[config.mk]
export PLATFORM = sky130hd
export DESIGN_NAME = fir_param_filter_flat
export DESIGN_NICKNAME = d
export VERILOG_FILES = /design/src/rtl/fir_param_pkg.sv /design/src/rtl/fir_param_filter_if.sv /design/src/rtl/fir_mac_seq.sv /design/src/rtl/fir_param_filter.sv /design/src/flat_wrapper.sv
export SDC_FILE = /design/constraint.sdc
export NUM_CORES = 1
export LEC_CHECK = 0
export BUFFER_PORTS_ARGS = -buffer_cell sky130_fd_sc_hd__clkbuf_2
export CAP_MARGIN = 20
export CORE_ASPECT_RATIO = 1.1
export CORE_MARGIN = 10
export CORE_UTILIZATION = 40
export DETAILED_ROUTE_END_ITERATION = 12
export PLACE_DENSITY_LB_ADDON = 0.3
export SYNTH_ARGS = -nofsm -noshare
export SYNTH_HDL_FRONTEND = slang
export SYNTH_SLANG_ARGS = --single-unit
[constraint.sdc]
create_clock -name clk -period 8.08 [get_ports clk]
set_input_delay 0.404 -clock clk [delete_from_list [all_inputs] [get_ports clk]]
set_output_delay 0.404 -clock clk [all_outputs]
set_load 0.01 [all_outputs]
[src/rtl/fir_param_pkg.sv]
// Shared definitions for the parametrised FIR peripheral.
//   - CSR word addresses and CTRL/STATUS bit positions
//   - MAC sequencer state encoding
//   - clog2() used to size the accumulator and tap index
package fir_param_pkg;

  localparam logic [31:0] ADDR_CTRL   = 32'd0;
  localparam logic [31:0] ADDR_STATUS = 32'd1;
  localparam logic [31:0] ADDR_X      = 32'd2;
  localparam logic [31:0] ADDR_Y      = 32'd3;
  localparam logic [31:0] ADDR_COEF0  = 32'd4;

  localparam int CTRL_SAT   = 5;
  localparam int CTRL_ROUND = 6;
  localparam int CTRL_IE    = 7;
  localparam int CTRL_CLEAR = 8;

  localparam int STAT_BUSY   = 0;
  localparam int STAT_YVALID = 1;
  localparam int STAT_OVR    = 2;

  typedef enum logic [1:0] {
    ST_IDLE = 2'd0,
    ST_MAC  = 2'd1,
    ST_DONE = 2'd2
  } mac_state_t;

  // Smallest r with 2**r >= value (value >= 2).
  function automatic int clog2(input int value);
    int r;
    r = 0;
    for (int i = 0; i < 32; i++) begin
      if ((longint'(1) << i) < longint'(value)) r = i + 1;
    end
    return r;
  endfunction

endpackage

[src/rtl/fir_param_filter_if.sv]
// Memory-mapped slave bus of the FIR peripheral.
//   master: drives ChipSelect, Address, Write, Read, WriteData
//   slave : drives ReadData (registered), WaitRequest (stall), Irq (level)
interface fir_param_filter_if #(
  parameter int ADDR_W = 4
);
  logic              ChipSelect;
  logic [ADDR_W-1:0] Address;
  logic              Write;
  logic              Read;
  logic [31:0]       WriteData;
  logic [31:0]       ReadData;
  logic              WaitRequest;
  logic              Irq;

  modport master (
    output ChipSelect, Address, Write, Read, WriteData,
    input  ReadData, WaitRequest, Irq
  );

  modport slave (
    input  ChipSelect, Address, Write, Read, WriteData,
    output ReadData, WaitRequest, Irq
  );
endinterface

[src/rtl/fir_mac_seq.sv]
// Sequential single-MAC FIR core: sample delay line, one multiply-accumulate
// per clock over TAPS taps, then shift/round/saturate into the result register.
// Ports:
//   clk, rst_n          clock, asynchronous active-low reset
//   clear               soft clear: aborts MAC, zeroes samples/acc/Y/flags
//   x_wr, x_in          accepted sample write (only issued while idle)
//   y_rd                accepted read of Y (clears YVALID)
//   ovr_clr             write-one-to-clear of the overrun flag
//   coef                coefficient vector, coef[k] multiplies x[k]
//   shift, sat, round   post-processing controls, sampled on the DONE edge
//   busy, yvalid, ovr   status flags
//   y, x_last           result register and newest sample
module fir_mac_seq
  import fir_param_pkg::*;
#(
  parameter int TAPS   = 8,
  parameter int DATA_W = 8,
  parameter int COEF_W = 8,
  parameter int OUT_W  = 24
) (
  input  logic                          clk,
  input  logic                          rst_n,
  input  logic                          clear,
  input  logic                          x_wr,
  input  logic [DATA_W-1:0]             x_in,
  input  logic                          y_rd,
  input  logic                          ovr_clr,
  input  logic [TAPS-1:0][COEF_W-1:0]   coef,
  input  logic [4:0]                    shift,
  input  logic                          sat,
  input  logic                          round,
  output logic                          busy,
  output logic                          yvalid,
  output logic                          ovr,
  output logic [OUT_W-1:0]              y,
  output logic [DATA_W-1:0]             x_last
);
  localparam int IDX_W = clog2(TAPS);
  localparam int ACC_W = DATA_W + COEF_W + clog2(TAPS);
  // Headroom for a rounding bias of up to 2**30 on top of the accumulator.
  localparam int PW    = ACC_W + 33;
  localparam longint SAT_MAX_L = (longint'(1) <<< (OUT_W - 1)) - 1;
  localparam logic signed [PW-1:0] SAT_MAX = PW'(SAT_MAX_L);
  localparam logic signed [PW-1:0] SAT_MIN = -SAT_MAX - PW'(1);

  mac_state_t               state_reg;
  logic [IDX_W-1:0]         idx_reg;
  logic signed [ACC_W-1:0]  acc_reg;
  logic [DATA_W-1:0]        x_reg [TAPS];
  logic [OUT_W-1:0]         y_reg;
  logic                     yvalid_reg;
  logic                     ovr_reg;

  logic signed [DATA_W-1:0]        x_sel;
  logic signed [COEF_W-1:0]        c_sel;
  logic signed [DATA_W+COEF_W-1:0] prod;
  logic signed [ACC_W-1:0]         acc_next;

  assign x_sel    = x_reg[idx_reg];
  assign c_sel    = coef[idx_reg];
  assign prod     = x_sel * c_sel;
  assign acc_next = acc_reg + ACC_W'(prod);

  // Optional round-half-up bias, arithmetic shift, then clamp or wrap to OUT_W.
  function automatic logic [OUT_W-1:0] post(input logic signed [ACC_W-1:0] acc_in,
                                            input logic [4:0] sh,
                                            input logic rnd,
                                            input logic sat_en);
    logic signed [PW-1:0] bias;
    logic signed [PW-1:0] a;
    logic signed [PW-1:0] s;
    bias = '0;
    if (rnd && sh != 5'd0) bias[sh - 5'd1] = 1'b1;
    a = PW'(acc_in) + bias;
    s = a >>> sh;
    if (sat_en) begin
      if (s > SAT_MAX)      s = SAT_MAX;
      else if (s < SAT_MIN) s = SAT_MIN;
    end
    return s[OUT_W-1:0];
  endfunction

  always_ff @(posedge clk or negedge rst_n) begin
    if (!rst_n) begin
      state_reg  <= ST_IDLE;
      idx_reg    <= '0;
      acc_reg    <= '0;
      y_reg      <= '0;
      yvalid_reg <= 1'b0;
      ovr_reg    <= 1'b0;
      for (int k = 0; k < TAPS; k++) x_reg[k] <= '0;
    end else if (clear) begin
      state_reg  <= ST_IDLE;
      idx_reg    <= '0;
      acc_reg    <= '0;
      y_reg      <= '0;
      yvalid_reg <= 1'b0;
      ovr_reg    <= 1'b0;
      for (int k = 0; k < TAPS; k++) x_reg[k] <= '0;
    end else begin
      if (y_rd)    yvalid_reg <= 1'b0;
      if (ovr_clr) ovr_reg    <= 1'b0;
      case (state_reg)
        ST_IDLE: begin
          if (x_wr) begin
            x_reg[0] <= x_in;
            for (int k = 1; k < TAPS; k++) x_reg[k] <= x_reg[k-1];
            acc_reg   <= '0;
            idx_reg   <= '0;
            state_reg <= ST_MAC;
          end
        end
        ST_MAC: begin
          acc_reg <= acc_next;
          if (idx_reg == IDX_W'(TAPS - 1)) state_reg <= ST_DONE;
          else                             idx_reg   <= idx_reg + 1'b1;
        end
        ST_DONE: begin
          y_reg      <= post(acc_reg, shift, round, sat);
          // Set wins over a concurrent Y read; a result still pending and
          // not being read this edge is lost, which is an overrun.
          yvalid_reg <= 1'b1;
          if (yvalid_reg && !y_rd) ovr_reg <= 1'b1;
          state_reg  <= ST_IDLE;
        end
        default: state_reg <= ST_IDLE;
      endcase
    end
  end

  assign busy   = (state_reg != ST_IDLE);
  assign yvalid = yvalid_reg;
  assign ovr    = ovr_reg;
  assign y      = y_reg;
  assign x_last = x_reg[0];

endmodule

[src/rtl/fir_param_filter.sv]
// Parametrised FIR filter peripheral with a CSR slave port.
// Ports:
//   clk    clock
//   RstN   asynchronous active-low reset
//   bus    slave modport: ChipSelect/Address/Write/Read/WriteData in,
//          ReadData (registered, valid the cycle after an accepted read),
//          WaitRequest (stalls X/COEF writes while the MAC is busy), Irq.
// Map: 0 CTRL, 1 STATUS, 2 X, 3 Y, 4..4+TAPS-1 COEF[k].
module fir_param_filter
  import fir_param_pkg::*;
#(
  parameter int TAPS   = 8,
  parameter int DATA_W = 8,
  parameter int COEF_W = 8,
  parameter int OUT_W  = 24,
  parameter int ADDR_W = 4
) (
  input  logic              clk,
  input  logic              RstN,
  fir_param_filter_if.slave bus
);
  localparam int IDX_W = clog2(TAPS);

  logic [ADDR_W-1:0] addr;
  logic [31:0]       addr_w;
  logic [31:0]       coef_off;
  logic [IDX_W-1:0]  coef_idx;
  logic is_ctrl, is_status, is_x, is_y, is_coef;
  logic busy, yvalid, ovr;
  logic wait_req, wr_acc, rd_acc;
  logic ctrl_wr, clear, x_wr, ovr_clr, y_rd;

  logic [4:0] shift_reg;
  logic       sat_reg, round_reg, ie_reg;

  logic [COEF_W-1:0]             coef_reg [TAPS];
  logic [TAPS-1:0][COEF_W-1:0]   coef_flat;
  logic [OUT_W-1:0]              y;
  logic [DATA_W-1:0]             x_last;
  logic [31:0]                   rd_mux;
  logic [31:0]                   read_data_reg;
  logic                          unused_bits;

  assign addr      = bus.Address;
  assign addr_w    = 32'(addr);
  assign coef_off  = addr_w - ADDR_COEF0;
  assign coef_idx  = coef_off[IDX_W-1:0];
  assign is_ctrl   = (addr_w == ADDR_CTRL);
  assign is_status = (addr_w == ADDR_STATUS);
  assign is_x      = (addr_w == ADDR_X);
  assign is_y      = (addr_w == ADDR_Y);
  assign is_coef   = (addr_w >= ADDR_COEF0) && (addr_w < ADDR_COEF0 + 32'(TAPS));

  // Coefficients feed the running MAC, so they are frozen like X while busy.
  assign wait_req = bus.ChipSelect && bus.Write && (is_x || is_coef) && busy;
  assign wr_acc   = bus.ChipSelect && bus.Write && !wait_req;
  assign rd_acc   = bus.ChipSelect && bus.Read && !bus.Write;

  assign ctrl_wr  = wr_acc && is_ctrl;
  assign clear    = ctrl_wr && bus.WriteData[CTRL_CLEAR];
  assign x_wr     = wr_acc && is_x;
  assign ovr_clr  = wr_acc && is_status && bus.WriteData[STAT_OVR];
  assign y_rd     = rd_acc && is_y;

  assign unused_bits = ^{bus.WriteData, coef_off};

  always_ff @(posedge clk or negedge RstN) begin
    if (!RstN) begin
      shift_reg <= '0;
      sat_reg   <= 1'b0;
      round_reg <= 1'b0;
      ie_reg    <= 1'b0;
    end else if (ctrl_wr) begin
      shift_reg <= bus.WriteData[4:0];
      sat_reg   <= bus.WriteData[CTRL_SAT];
      round_reg <= bus.WriteData[CTRL_ROUND];
      ie_reg    <= bus.WriteData[CTRL_IE];
    end
  end

  for (genvar gi = 0; gi < TAPS; gi++) begin : g_coef
    always_ff @(posedge clk or negedge RstN) begin
      if (!RstN)
        coef_reg[gi] <= '0;
      else if (wr_acc && is_coef && coef_idx == IDX_W'(gi))
        coef_reg[gi] <= bus.WriteData[COEF_W-1:0];
    end
    assign coef_flat[gi] = coef_reg[gi];
  end

  fir_mac_seq #(
    .TAPS   (TAPS),
    .DATA_W (DATA_W),
    .COEF_W (COEF_W),
    .OUT_W  (OUT_W)
  ) u_mac (
    .clk     (clk),
    .rst_n   (RstN),
    .clear   (clear),
    .x_wr    (x_wr),
    .x_in    (bus.WriteData[DATA_W-1:0]),
    .y_rd    (y_rd),
    .ovr_clr (ovr_clr),
    .coef    (coef_flat),
    .shift   (shift_reg),
    .sat     (sat_reg),
    .round   (round_reg),
    .busy    (busy),
    .yvalid  (yvalid),
    .ovr     (ovr),
    .y       (y),
    .x_last  (x_last)
  );

  // CLEAR is a pulse, so CTRL bit 8 always reads back as 0.
  always_comb begin
    rd_mux = '0;
    if (is_ctrl) begin
      rd_mux = {23'd0, ie_reg, round_reg, sat_reg, shift_reg};
    end else if (is_status) begin
      rd_mux[STAT_BUSY]   = busy;
      rd_mux[STAT_YVALID] = yvalid;
      rd_mux[STAT_OVR]    = ovr;
    end else if (is_x) begin
      rd_mux = 32'($signed(x_last));
    end else if (is_y) begin
      rd_mux = 32'($signed(y));
    end else if (is_coef) begin
      rd_mux = 32'($signed(coef_reg[coef_idx]));
    end
  end

  always_ff @(posedge clk or negedge RstN) begin
    if (!RstN)       read_data_reg <= '0;
    else if (rd_acc) read_data_reg <= rd_mux;
  end

  assign bus.ReadData    = read_data_reg;
  assign bus.WaitRequest = wait_req;
  assign bus.Irq         = yvalid && ie_reg;

endmodule

[src/flat_wrapper.sv]
// flat-port wrapper written by rule: the top's interface ports become plain ports
module fir_param_filter_flat import fir_param_pkg::*;
#(
  parameter int TAPS   = 8,
  parameter int DATA_W = 8,
  parameter int COEF_W = 8,
  parameter int OUT_W  = 24,
  parameter int ADDR_W = 4
)
  (clk, RstN, bus_ChipSelect, bus_Address, bus_Write, bus_Read, bus_WriteData, bus_ReadData, bus_WaitRequest, bus_Irq);
  fir_param_filter_if #(.ADDR_W(ADDR_W)) bus_i ();
  input  logic clk;
  input  logic RstN;
  input wire logic [$bits(bus_i.ChipSelect)-1:0] bus_ChipSelect;
  input wire logic [$bits(bus_i.Address)-1:0] bus_Address;
  input wire logic [$bits(bus_i.Write)-1:0] bus_Write;
  input wire logic [$bits(bus_i.Read)-1:0] bus_Read;
  input wire logic [$bits(bus_i.WriteData)-1:0] bus_WriteData;
  output wire logic [$bits(bus_i.ReadData)-1:0] bus_ReadData;
  output wire logic [$bits(bus_i.WaitRequest)-1:0] bus_WaitRequest;
  output wire logic [$bits(bus_i.Irq)-1:0] bus_Irq;
  assign bus_i.ChipSelect = bus_ChipSelect;
  assign bus_i.Address = bus_Address;
  assign bus_i.Write = bus_Write;
  assign bus_i.Read = bus_Read;
  assign bus_i.WriteData = bus_WriteData;
  assign bus_ReadData = bus_i.ReadData;
  assign bus_WaitRequest = bus_i.WaitRequest;
  assign bus_Irq = bus_i.Irq;
  fir_param_filter #(.TAPS(TAPS), .DATA_W(DATA_W), .COEF_W(COEF_W), .OUT_W(OUT_W), .ADDR_W(ADDR_W)) u_core (.clk(clk), .RstN(RstN), .bus(bus_i));
endmodule
; Yosys cells after proc, flatten, opt, wreduce, memory -nomap -nowiden
; Index checks and enable logic that the tools add are counted.
[word_totals]
regBits = 218
inputBits = 41
elab_cells = 150
[classes]
addsub = 5
mul = 1
n_lt_le_gt_ge = 9
eq_ne = 16
shifts = 1
muxes = 45
bitwise = 2
n_reduce_logical = 44
[op_table]
columns = operator, n
row1 = 2-to-1 mux 64 bit, 3
row2 = 2-to-1 mux 32 bit, 5
row3 = 2-to-1 mux 24 bit, 5
row4 = 2-to-1 mux 52 bit, 2
row5 = binary-select mux 8 bit (select 3 bit), 3
row6 = adder 19 x 52 -> 52 bit, 1
row7 = greater-than comparator 52 x 24 -> 1 bit (second input constant), 1
row8 = < comparator 52 x 24 -> 1 bit (second input constant), 1
row9 = >>> shifter 52 x 5 -> 52 bit, 1
row10 = 2-to-1 mux 8 bit, 5
row11 = 2-to-1 mux 19 bit, 2
row12 = one-hot mux 19 bit (2 select lines), 1
row13 = logical NOT 32 bit, 1
row14 = 2-to-1 mux 29 bit, 1
row15 = logical AND 1 bit, 26
row16 = adder 19 x 16 -> 19 bit, 1
row17 = multiplier 8 x 8 -> 16 bit, 1
row18 = equality test 3 bit (second input constant), 5
row19 = 2-to-1 mux 3 bit, 4
row20 = != test 3 x 2 -> 1 bit (second input constant), 3
row21 = equality test 4 x 2 -> 1 bit (second input constant), 2
row22 = greater-or-equal comparator 4 bit (second input constant), 2
row23 = 2-to-1 mux 1 bit, 8
row24 = NOT 3 -> 4 bit, 2
row25 = other kinds (26), 37

; Longest topological paths before layout
; Gate-level depths: netlist of the first run.
[logic_depth]
depth_word = 18
mapped_depth = 31
mapped_depth_nobuf = 28

; Cells and area by module
; From an unflattened synthesis of the first run, not the netlist that was laid out.
[hier_totals]
cells_unflattened = 2227
hier_area_um2 = 20025.5
[modules_own_cells]
columns = module, n_inst, cells_per_inst, area_per_inst_um2
row1 = fir_mac_seq, 1, 1814, 15149.5
row2 = fir_param_filter, 1, 413, 4875.9

; Least setup slack after synthesis of the first run
; Ideal clock, no wire load.
[synth_timing]
path_type = reg2reg
from = reg u_core.u_mac.idx_reg[0]
to = reg u_core.u_mac.acc_reg[18]
setup_time_ns = 0.128
t_arrival_ns = 7.208
t_required_ns = 7.952
slack_ns = 0.744
path_stages_with_launch = 27
path_buffers = 3
path_cell_list = dfrtp_1 > clkbuf_1 > buf_1 > clkbuf_1 > mux4_2 > mux2i_1 > inv_1 > nand2_1 > fa_1 > fa_1 > inv_1 > fa_1 > fa_1 > fa_1 > ha_1 > o21ai_0 > a21boi_0 > o21ai_0 > a21boi_0 > o21ai_0 > a21boi_0 > o21a_1 > o21ai_0 > nand2_1 > a21oi_1 > mux2i_1 > nand3_1
[synth_between]
elab_chain_cells = 8
elab_cells_between_ends = 10
[synth_lines]
columns = element, line_no
row1 = "start, declared", fir_mac_seq.sv:47  ; logic [IDX_W-1:0] idx_reg;
row2 = "start signal, assigned", fir_mac_seq.sv:116  ; else idx_reg <= idx_reg + 1'b1;
row3 = NOT 3 -> 4 bit (not written as such), fir_mac_seq.sv:59  ; assign x_sel = x_reg[idx_reg];
row4 = binary-select mux 8 bit (select 3 bit), fir_mac_seq.sv:59
row5 = 2-to-1 mux 8 bit (not written as such) (2 in series), fir_mac_seq.sv:59
row6 = multiplier 8 x 8 -> 16 bit *, fir_mac_seq.sv:61  ; assign prod = x_sel * c_sel;
row7 = adder 19 x 16 -> 19 bit *, fir_mac_seq.sv:62  ; assign acc_next = acc_reg + ACC_W'(prod);
row8 = one-hot mux 19 bit (2 select lines) *, fir_mac_seq.sv:103  ; case (state_reg)
row9 = 2-to-1 mux 19 bit *, fir_mac_seq.sv:92  ; end else if (clear) begin
row10 = "end signal, assigned", fir_mac_seq.sv:114  ; acc_reg <= acc_next;
row11 = "end, declared", fir_mac_seq.sv:48  ; logic signed [ACC_W-1:0] acc_reg;
; Mark *: on every way between the ends. The rest lies on a longest branch, timed or not. The select of a mux whose other input is x is not followed.
; A chain may end at the register's enable or synchronous reset.

; Worst setup path after layout of the first run
[layout_timing]
from = reg u_core.shift_reg[3]
to = reg u_core.u_mac.y_reg[13] (netlist: u_core.u_mac.y[13])
[layout_between]
elab_chain_cells = 16
elab_cells_between_ends = 20
[layout_lines]
columns = element, line_no
row1 = "start, declared", fir_param_filter.sv:33  ; logic [4:0] shift_reg;
row2 = "start signal, assigned", fir_param_filter.sv:74  ; shift_reg <= bus.WriteData[4:0];
row3 = subtractor 5 x 1 -> 5 bit, fir_mac_seq.sv:73  ; if (rnd && sh != 5'd0) bias[sh - 5'd1] = 1'b1;
row4 = < comparator 5 x 7 -> 1 bit (not written as such) / greater-or-equal comparator 5 x 1 -> 1 bit (equally long branches), fir_mac_seq.sv:73
row5 = logical AND 1 bit (not written as such), fir_mac_seq.sv:73
row6 = 2-to-1 mux 1 bit (not written as such), fir_mac_seq.sv:73
row7 = demux 1 bit (select 5 bit), fir_mac_seq.sv:73
row8 = 2-to-1 mux 32 bit, fir_mac_seq.sv:73
row9 = 2-to-1 mux 52 bit, fir_mac_seq.sv:103
row10 = 2-to-1 mux 52 bit, fir_mac_seq.sv:92
row11 = adder 19 x 52 -> 52 bit, fir_mac_seq.sv:74  ; a = PW'(acc_in) + bias;
row12 = >>> shifter 52 x 5 -> 52 bit *, fir_mac_seq.sv:75  ; s = a >>> sh;
row13 = < comparator 52 x 24 -> 1 bit, fir_mac_seq.sv:78  ; else if (s < SAT_MIN) s = SAT_MIN;
row14 = 2-to-1 mux 24 bit, fir_mac_seq.sv:78
row15 = 2-to-1 mux 24 bit, fir_mac_seq.sv:77  ; if (s > SAT_MAX) s = SAT_MAX;
row16 = 2-to-1 mux 24 bit *, fir_mac_seq.sv:76  ; if (sat_en) begin
row17 = 2-to-1 mux 24 bit *, fir_mac_seq.sv:103
row18 = 2-to-1 mux 24 bit *, fir_mac_seq.sv:92
row19 = "end signal, assigned", fir_mac_seq.sv:119  ; y_reg <= post(acc_reg, shift, round, sat);
row20 = "end, declared", fir_mac_seq.sv:50  ; logic [OUT_W-1:0] y_reg;
; Marked as above.

==> summary.md, run 1 <==
| Metric | Value |
|---|---|
| Area of the multi-input gates | `12400 um2` |
| Pre-Repair DR Iteration Count | `8` |
| Final Hold Fails | `0` |
| Yosys top cell by area | `dfrtp_1` |
| Pwr dens | `341 nW/um2` |
| Synth top area share | `0.277` |
| Slew @ Worst Pin | `1170 ps` |
| Die width | `227 um` |
| Crit path launch type | `flip-flop` |
| Final setup vio count | `0` |
| Post-CTS sizing | `0` |
| Routed WL | `52.2 mm` |
| Fmax | `140 MHz` |
| Post-Synth Adder-Cell Area | `0.143` |
| Initial Util | `0.405` |
| Post-CTS Hold Fix Bufs | `1` |
| Core footprint | `46700 um2` |
| First-pass GRT wire length | `84.1 mm` |
| Mapped Cells | `2043` |
| Worst vdd ir | `218 uV` |
| Relative slew slack | `0.216` |
| Setup_tns | `0 ps` |
| Final Skew | `26.2 ps` |
| Critical path start-end classification | `reg2reg` |
| Placer Congestion | `0.937` |
| Crit path capture type | `flip-flop` |
| Total overflow reported by the global router | `0` |
| DIE AREA | `56500 um2` |
| Seq cells post-synth | `210` |
| Worst Path Required | `8530 ps` |
| Worst-path clk slew | `60 ps` |
| Status | `finished clean` |
| Post-synthesis mux area share | `0.159` |
| Fin util | `0.435` |
| Vias in the first global route | `15500` |
| Die Y | `248 um` |
| Average size of a mapped cell | `9.27 um2` |
| CTS Sinks | `210` |
| Arrival time worst endpoint | `7610 ps` |
| Post-Layout Inst Area | `20300 um2` |
| Layout Area Growth over Synthesis | `7.26%` |
| Synth Area in Compound Gates | `0.187` |
| Max FO, Critical Path | `16` |
| Distinct cells, synth | `107` |
| Detailed placement HPWL | `38.6 mm` |
| Synth Net Count | `2249` |
| Post-synthesis cell area | `18900 um2` |
| Design Power | `0.00694 W` |
| Async SR Flop Fraction | `1.00` |
| CTS tree | `yes` |
| Max H-tree Level | `1` |
| Filler instances | `4552` |
| Routed WL per cell | `19.8 um` |
| Synth warn | `0` |
| Via count | `15500` |
| Max reg flops | `64` |
| Synth area leaders | `dfrtp_1, fa_1, mux4_2, nand2_1, mux2_2` |
| RSZ-0062 raised after global routing | `false` |
| Floorplan row count | `83` |
| Main combinational cell family by area after synthesis | `compound AO/OA/AOI/OAI gates` |
| Leakage | `9.25 nW` |
| Max Cap Viol | `0` |
| Total global-route track usage | `0.184` |
| Placed cell areas | `19500 um2` |
| Post-route DRC | `0` |
| PortBufs | `51` |
| Tmin final | `7150 ps` |
| Synth Area in Simple Gates | `0.146` |
| Number of top-level pins | `75` |
| Post-synth EDFFs | `0` |
| CTS root buf | `clkbuf_16` |
| Worst Hold Class | `in2reg` |
| Vias/cell | `5.87` |
| Clock latency on the worst-skew pair | `550 ps` |
| Initial antenna violation count | `0` |
| Sequential share of the synthesized area | `0.277` |
| Clock Path Buffers | `3` |
| Register area | `5260 um2` |
| Post-layout nets | `2227` |
| Final slew viol count | `0` |
| Largest net degree at the start of global routing | `78` |
| Synth Flop Type | `dfrtp_1` |
| Num CTS Buffers | `24` |
| Remaining antenna violation count | `0` |
| Fin crit share | `0.885` |
| Initial DRC count | `1263` |
| Setup Buffers After CTS | `0` |
| Post-synthesis xor/xnor area fraction | `0.0211` |
| Share of cells above drive strength 1 | `0.179` |
[placed cells by master (no fill, tap or decap), types with 9 or more instances in the layout]
master,n
a211oi_1,19
a21o_1,25
a21oi_1,110
a22o_1,12
a22oi_1,9
a31oi_1,16
and2_1,12
buf_4,38
clkbuf_16,24
clkbuf_2,50
dfrtp_1,209
fa_1,85
ha_1,80
inv_1,118
mux2_2,93
mux2i_1,72
mux4_2,52
nand2_1,307
nand2b_1,10
nand3_1,28
nand4_1,15
nor2_1,148
nor2b_1,12
nor3_1,21
o211ai_1,21
o211ai_2,20
o21a_1,17
o21ai_0,163
o21ai_1,11
o22ai_1,11
xnor2_1,27
xor2_1,15
[report_power, final]
group	internal [W]	leakage, nW	total, W	switching [W]
clock network	0.000661	0.399	0.00112	0.000457
registers	0.00129	2.77	0.00153	0.000240
logic	0.00177	6.08	0.00429	0.00251
[final timing paths]
check / from / to / slack [ps] / cells past startpoint
min: bus_WriteData[4] / u_core.u_mac.x_last[4] / 240 / 3
max reg2reg: u_core.shift_reg[3] / u_core.u_mac.y[13] / 930 / 21
max in group asynchronous: RstN / u_core.u_mac.idx_reg[0] / 6260 / 3
min in group asynchronous: RstN / u_core.u_mac.x_reg[14] / 400 / 2
max: u_core.shift_reg[3] / u_core.u_mac.y[13] / 930 / 21
min reg2reg: u_core.bus.ReadData[8] / u_core.bus.ReadData[8] / 470 / 1
[layer usage]
metal,track usage,up-vias,part of all wire
met1,0.244,7685,0.44
met4,0.0665,0,0.037
met2,0.304,439,0.48
li1,-,7203,-
met5,0,-,0
met3,0.0218,132,0.044
[kinds of logic after synthesis]
kind of cell | Yosys count
AOI/OAI and AO/OA | 525
DFF | 210
other | 2
muxes | 220
buffers and inverters | 263
xor gates and xnor gates | 44
adders and majority gates | 165
and+or+nand+nor | 614
[cell usage after synthesis (all sizes together) (15+ instances only)]
cell,n
a211oi,20
buf,54
a21o,28
fa,85
o211ai,41
mux4,54
a21oi,114
clkbuf,83
a31oi,17
nand4,18
nand3,28
xnor2,29
nand2,309
ha,80
o21a,17
mux2i,73
o21ai,178
dfrtp,210
mux2,93
nor2,149
nor3,25
inv,119
xor2,15
[final cells by class]
cell class              count  share of cell area
inverters                 124              0.0229
multi-input cells        1570               0.613
clock inverters            11             0.00702
diodes                      1            0.000123
repair buffers             91              0.0285
well taps                 595              0.0366
flip-flops and latches    210               0.259
clock buffers              32              0.0335
[worst max-delay path, cell delays in order (launching register included)]
cell and delay [ps]:
dfrtp_1 620, clkinv_1 480, nand2_1 470, nor2_1 190
nand2_1 150, nor2_1 60, ha_1 260, fa_1 420
a21o_2 240, a221oi_2 430, or3_4 240, a21boi_4 70
o21ai_2 660, a211oi_1 100, a211oi_1 600, nor2_1 130
a2111oi_2 490, nand3_1 160, nor3_2 170, a41oi_2 540
buf_4 420, o211ai_2 160
[through the flow]
| stage | std cells | hold slack [ps] | setup slack [ps] |
|---|---|---|---|
| final | 2634 | 241 | 926 |
| after global routing | 2633 | 240 | 610 |
| after CTS | 2632 | 222 | 1110 |
| after detailed placement | 2588 | 446 | 1140 |
| after global placement | 2587 | 428 | 1220 |
| after floorplan | 2043 | 108 | 744 |
Note: power is estimated with default switching activity, not from simulation.
==> inputs of run 2 (changes only) <==
- CORE_UTILIZATION: 40 -> 35
==> summary.md, run 2 (synthesis results as in run 1) <==
| Metric | Value |
|---|---|
| Status | `finished clean` |
| CTS Sinks | `210` |
| Initial DRC count | `1300` |
| Worst path cell trace | `buf_4 -> mux4_2 -> mux2_2 -> nand2b_1 -> buf_4 -> inv_1 -> fa_1 -> fa_1 -> fa_1 -> fa_1 -> fa_1 -> ha_1 -> o21ai_0 -> a21boi_0 -> o21ai_0 -> a21boi_0 -> o21ai_0 -> a21boi_0 -> o21a_1 -> o21ai_0 -> nand2_1 -> a21oi_1 -> mux2i_1 -> nand3_1` |
| Pwr dens | `339 nW/um2` |
| Crit path capture type | `flip-flop` |
| Clock latency on the worst-skew pair | `550 ps` |
| Worst vdd ir | `172 uV` |
| Floorplan row count | `89` |
| Tmin final | `7160 ps` |
| Diode count | `0` |
| Die Y | `264 um` |
| Crit path launch type | `flip-flop` |
| Max Cap Viol | `0` |
| Routed WL | `52.9 mm` |
| PortBufs | `51` |
| Hold depth | `3` |
| Clock Path Buffers | `3` |
| Fin util | `0.382` |
| CTS root buf | `clkbuf_16` |
| Post-CTS Hold Fix Bufs | `1` |
| Worst Path Required | `8490 ps` |
| Share of cells above drive strength 1 | `0.179` |
| Max H-tree Level | `1` |
| Detailed placement HPWL | `39.5 mm` |
| Core footprint | `53600 um2` |
| Arrival time worst endpoint | `7560 ps` |
| Die width | `242 um` |
| Filler instances | `5356` |
| Pre-Repair DR Iteration Count | `6` |
| Final Skew | `21.7 ps` |
| Vias/cell | `5.54` |
| Relative slew slack | `0.338` |
| First-pass GRT wire length | `85.0 mm` |
| Initial Util | `0.354` |
| Total global-route track usage | `0.160` |
| Fmax | `140 MHz` |
| Slew @ Worst Pin | `988 ps` |
| Final slew viol count | `0` |
| FF-to-FF path depth | `24` |
| Hold WS | `249 ps` |
| Fin crit share | `0.886` |
| Final Hold Fails | `0` |
| Final setup vio count | `0` |
| Max reg flops | `64` |
| Worst-path clk slew | `60 ps` |
| Setup_tns | `0 ps` |
| Via count | `15300` |
| Worst path slowest cell | `dfrtp_2` |
| Most common cell after layout, fill and taps aside | `nand2_1` |
| Total overflow reported by the global router | `0` |
| Crit path top cell by count | `fa_1` |
| Max FO, Critical Path | `15` |
| Design Power | `0.00695 W` |
| Routed WL per cell | `19.1 um` |
| Initial antenna violation count | `0` |
| Post-route DRC | `0` |
| Worst Hold Class | `in2reg` |
| Remaining antenna violation count | `0` |
| Number of top-level pins | `75` |
| Post-layout nets | `2229` |
| Num CTS Buffers | `25` |
| Post-CTS sizing | `0` |
| CTS tree | `yes` |
| Placer Congestion | `0.909` |
| Leakage | `9.25 nW` |
| Slowest stage delay, CP | `700 ps` |
| Most frequent cells in the layout | `nand2_1, dfrtp_1, o21ai_0, nor2_1, inv_1` |
| Vias in the first global route | `15400` |
| Critical path start-end classification | `reg2reg` |
| DIE AREA | `63800 um2` |
| RSZ-0062 raised after global routing | `false` |
| Setup Buffers After CTS | `0` |
| Largest net degree at the start of global routing | `85` |
| Layout Area Growth over Synthesis | `8.11%` |
## run 2: per-stage QoR
step	setup WS (ps)	instances	instance area, um2
final	924	2767	20500
after floorplan	744	2043	18900
after global routing	444	2767	20500
after detailed placement	916	2722	19700
after global placement	954	2720	19600
after CTS	870	2766	20500
## run 2: layer usage
layer / track usage / part of all wire / up-vias
met4: 0.0359 / 0.022 / 0
met5: 0 / 0 / -
li1: - / - / 7222
met1: 0.214 / 0.45 / 7661
met3: 0.0164 / 0.039 / 76
met2: 0.273 / 0.49 / 371
## run 2: where the power goes
group          switching [W]  leakage (nW)  internal (W)  total (W)
registers           0.000265          2.77       0.00129    0.00156
logic                0.00250          6.09       0.00178    0.00428
clock network       0.000457         0.396      0.000651    0.00111
total                0.00322          9.25       0.00372    0.00695
## run 2: worst paths after layout
check / start / end / slack, ps
max reg2reg: u_core.u_mac.idx_reg[0] / u_core.u_mac.acc_reg[18] / 920
max in group asynchronous: RstN / u_core.bus.ReadData[14] / 6280
max: u_core.u_mac.idx_reg[0] / u_core.u_mac.acc_reg[18] / 920
min: bus_WriteData[4] / u_core.u_mac.x_last[4] / 250
min reg2reg: u_core.bus.ReadData[21] / u_core.bus.ReadData[21] / 480
min in group asynchronous: RstN / u_core.coef_flat[6] / 460
## run 2: critical path, delay by kind of cell (launching register included)
family,cells,cell delay [ps]
fa+ha+maj,6,2750
flops,1,700
mux,3,1110
simple gates,3,270
buf+inv,3,620
compound gates,9,1540
## run 2: area by class of cell
type	count	area, um2	area share
clock buffers	36	717	0.0350
clock inverters	7	86.3	0.00422
inverters	124	465	0.0227
well taps	728	911	0.0445
flip-flops and latches	210	5260	0.257
repair buffers	92	587	0.0287
multi-input cells	1570	12500	0.608
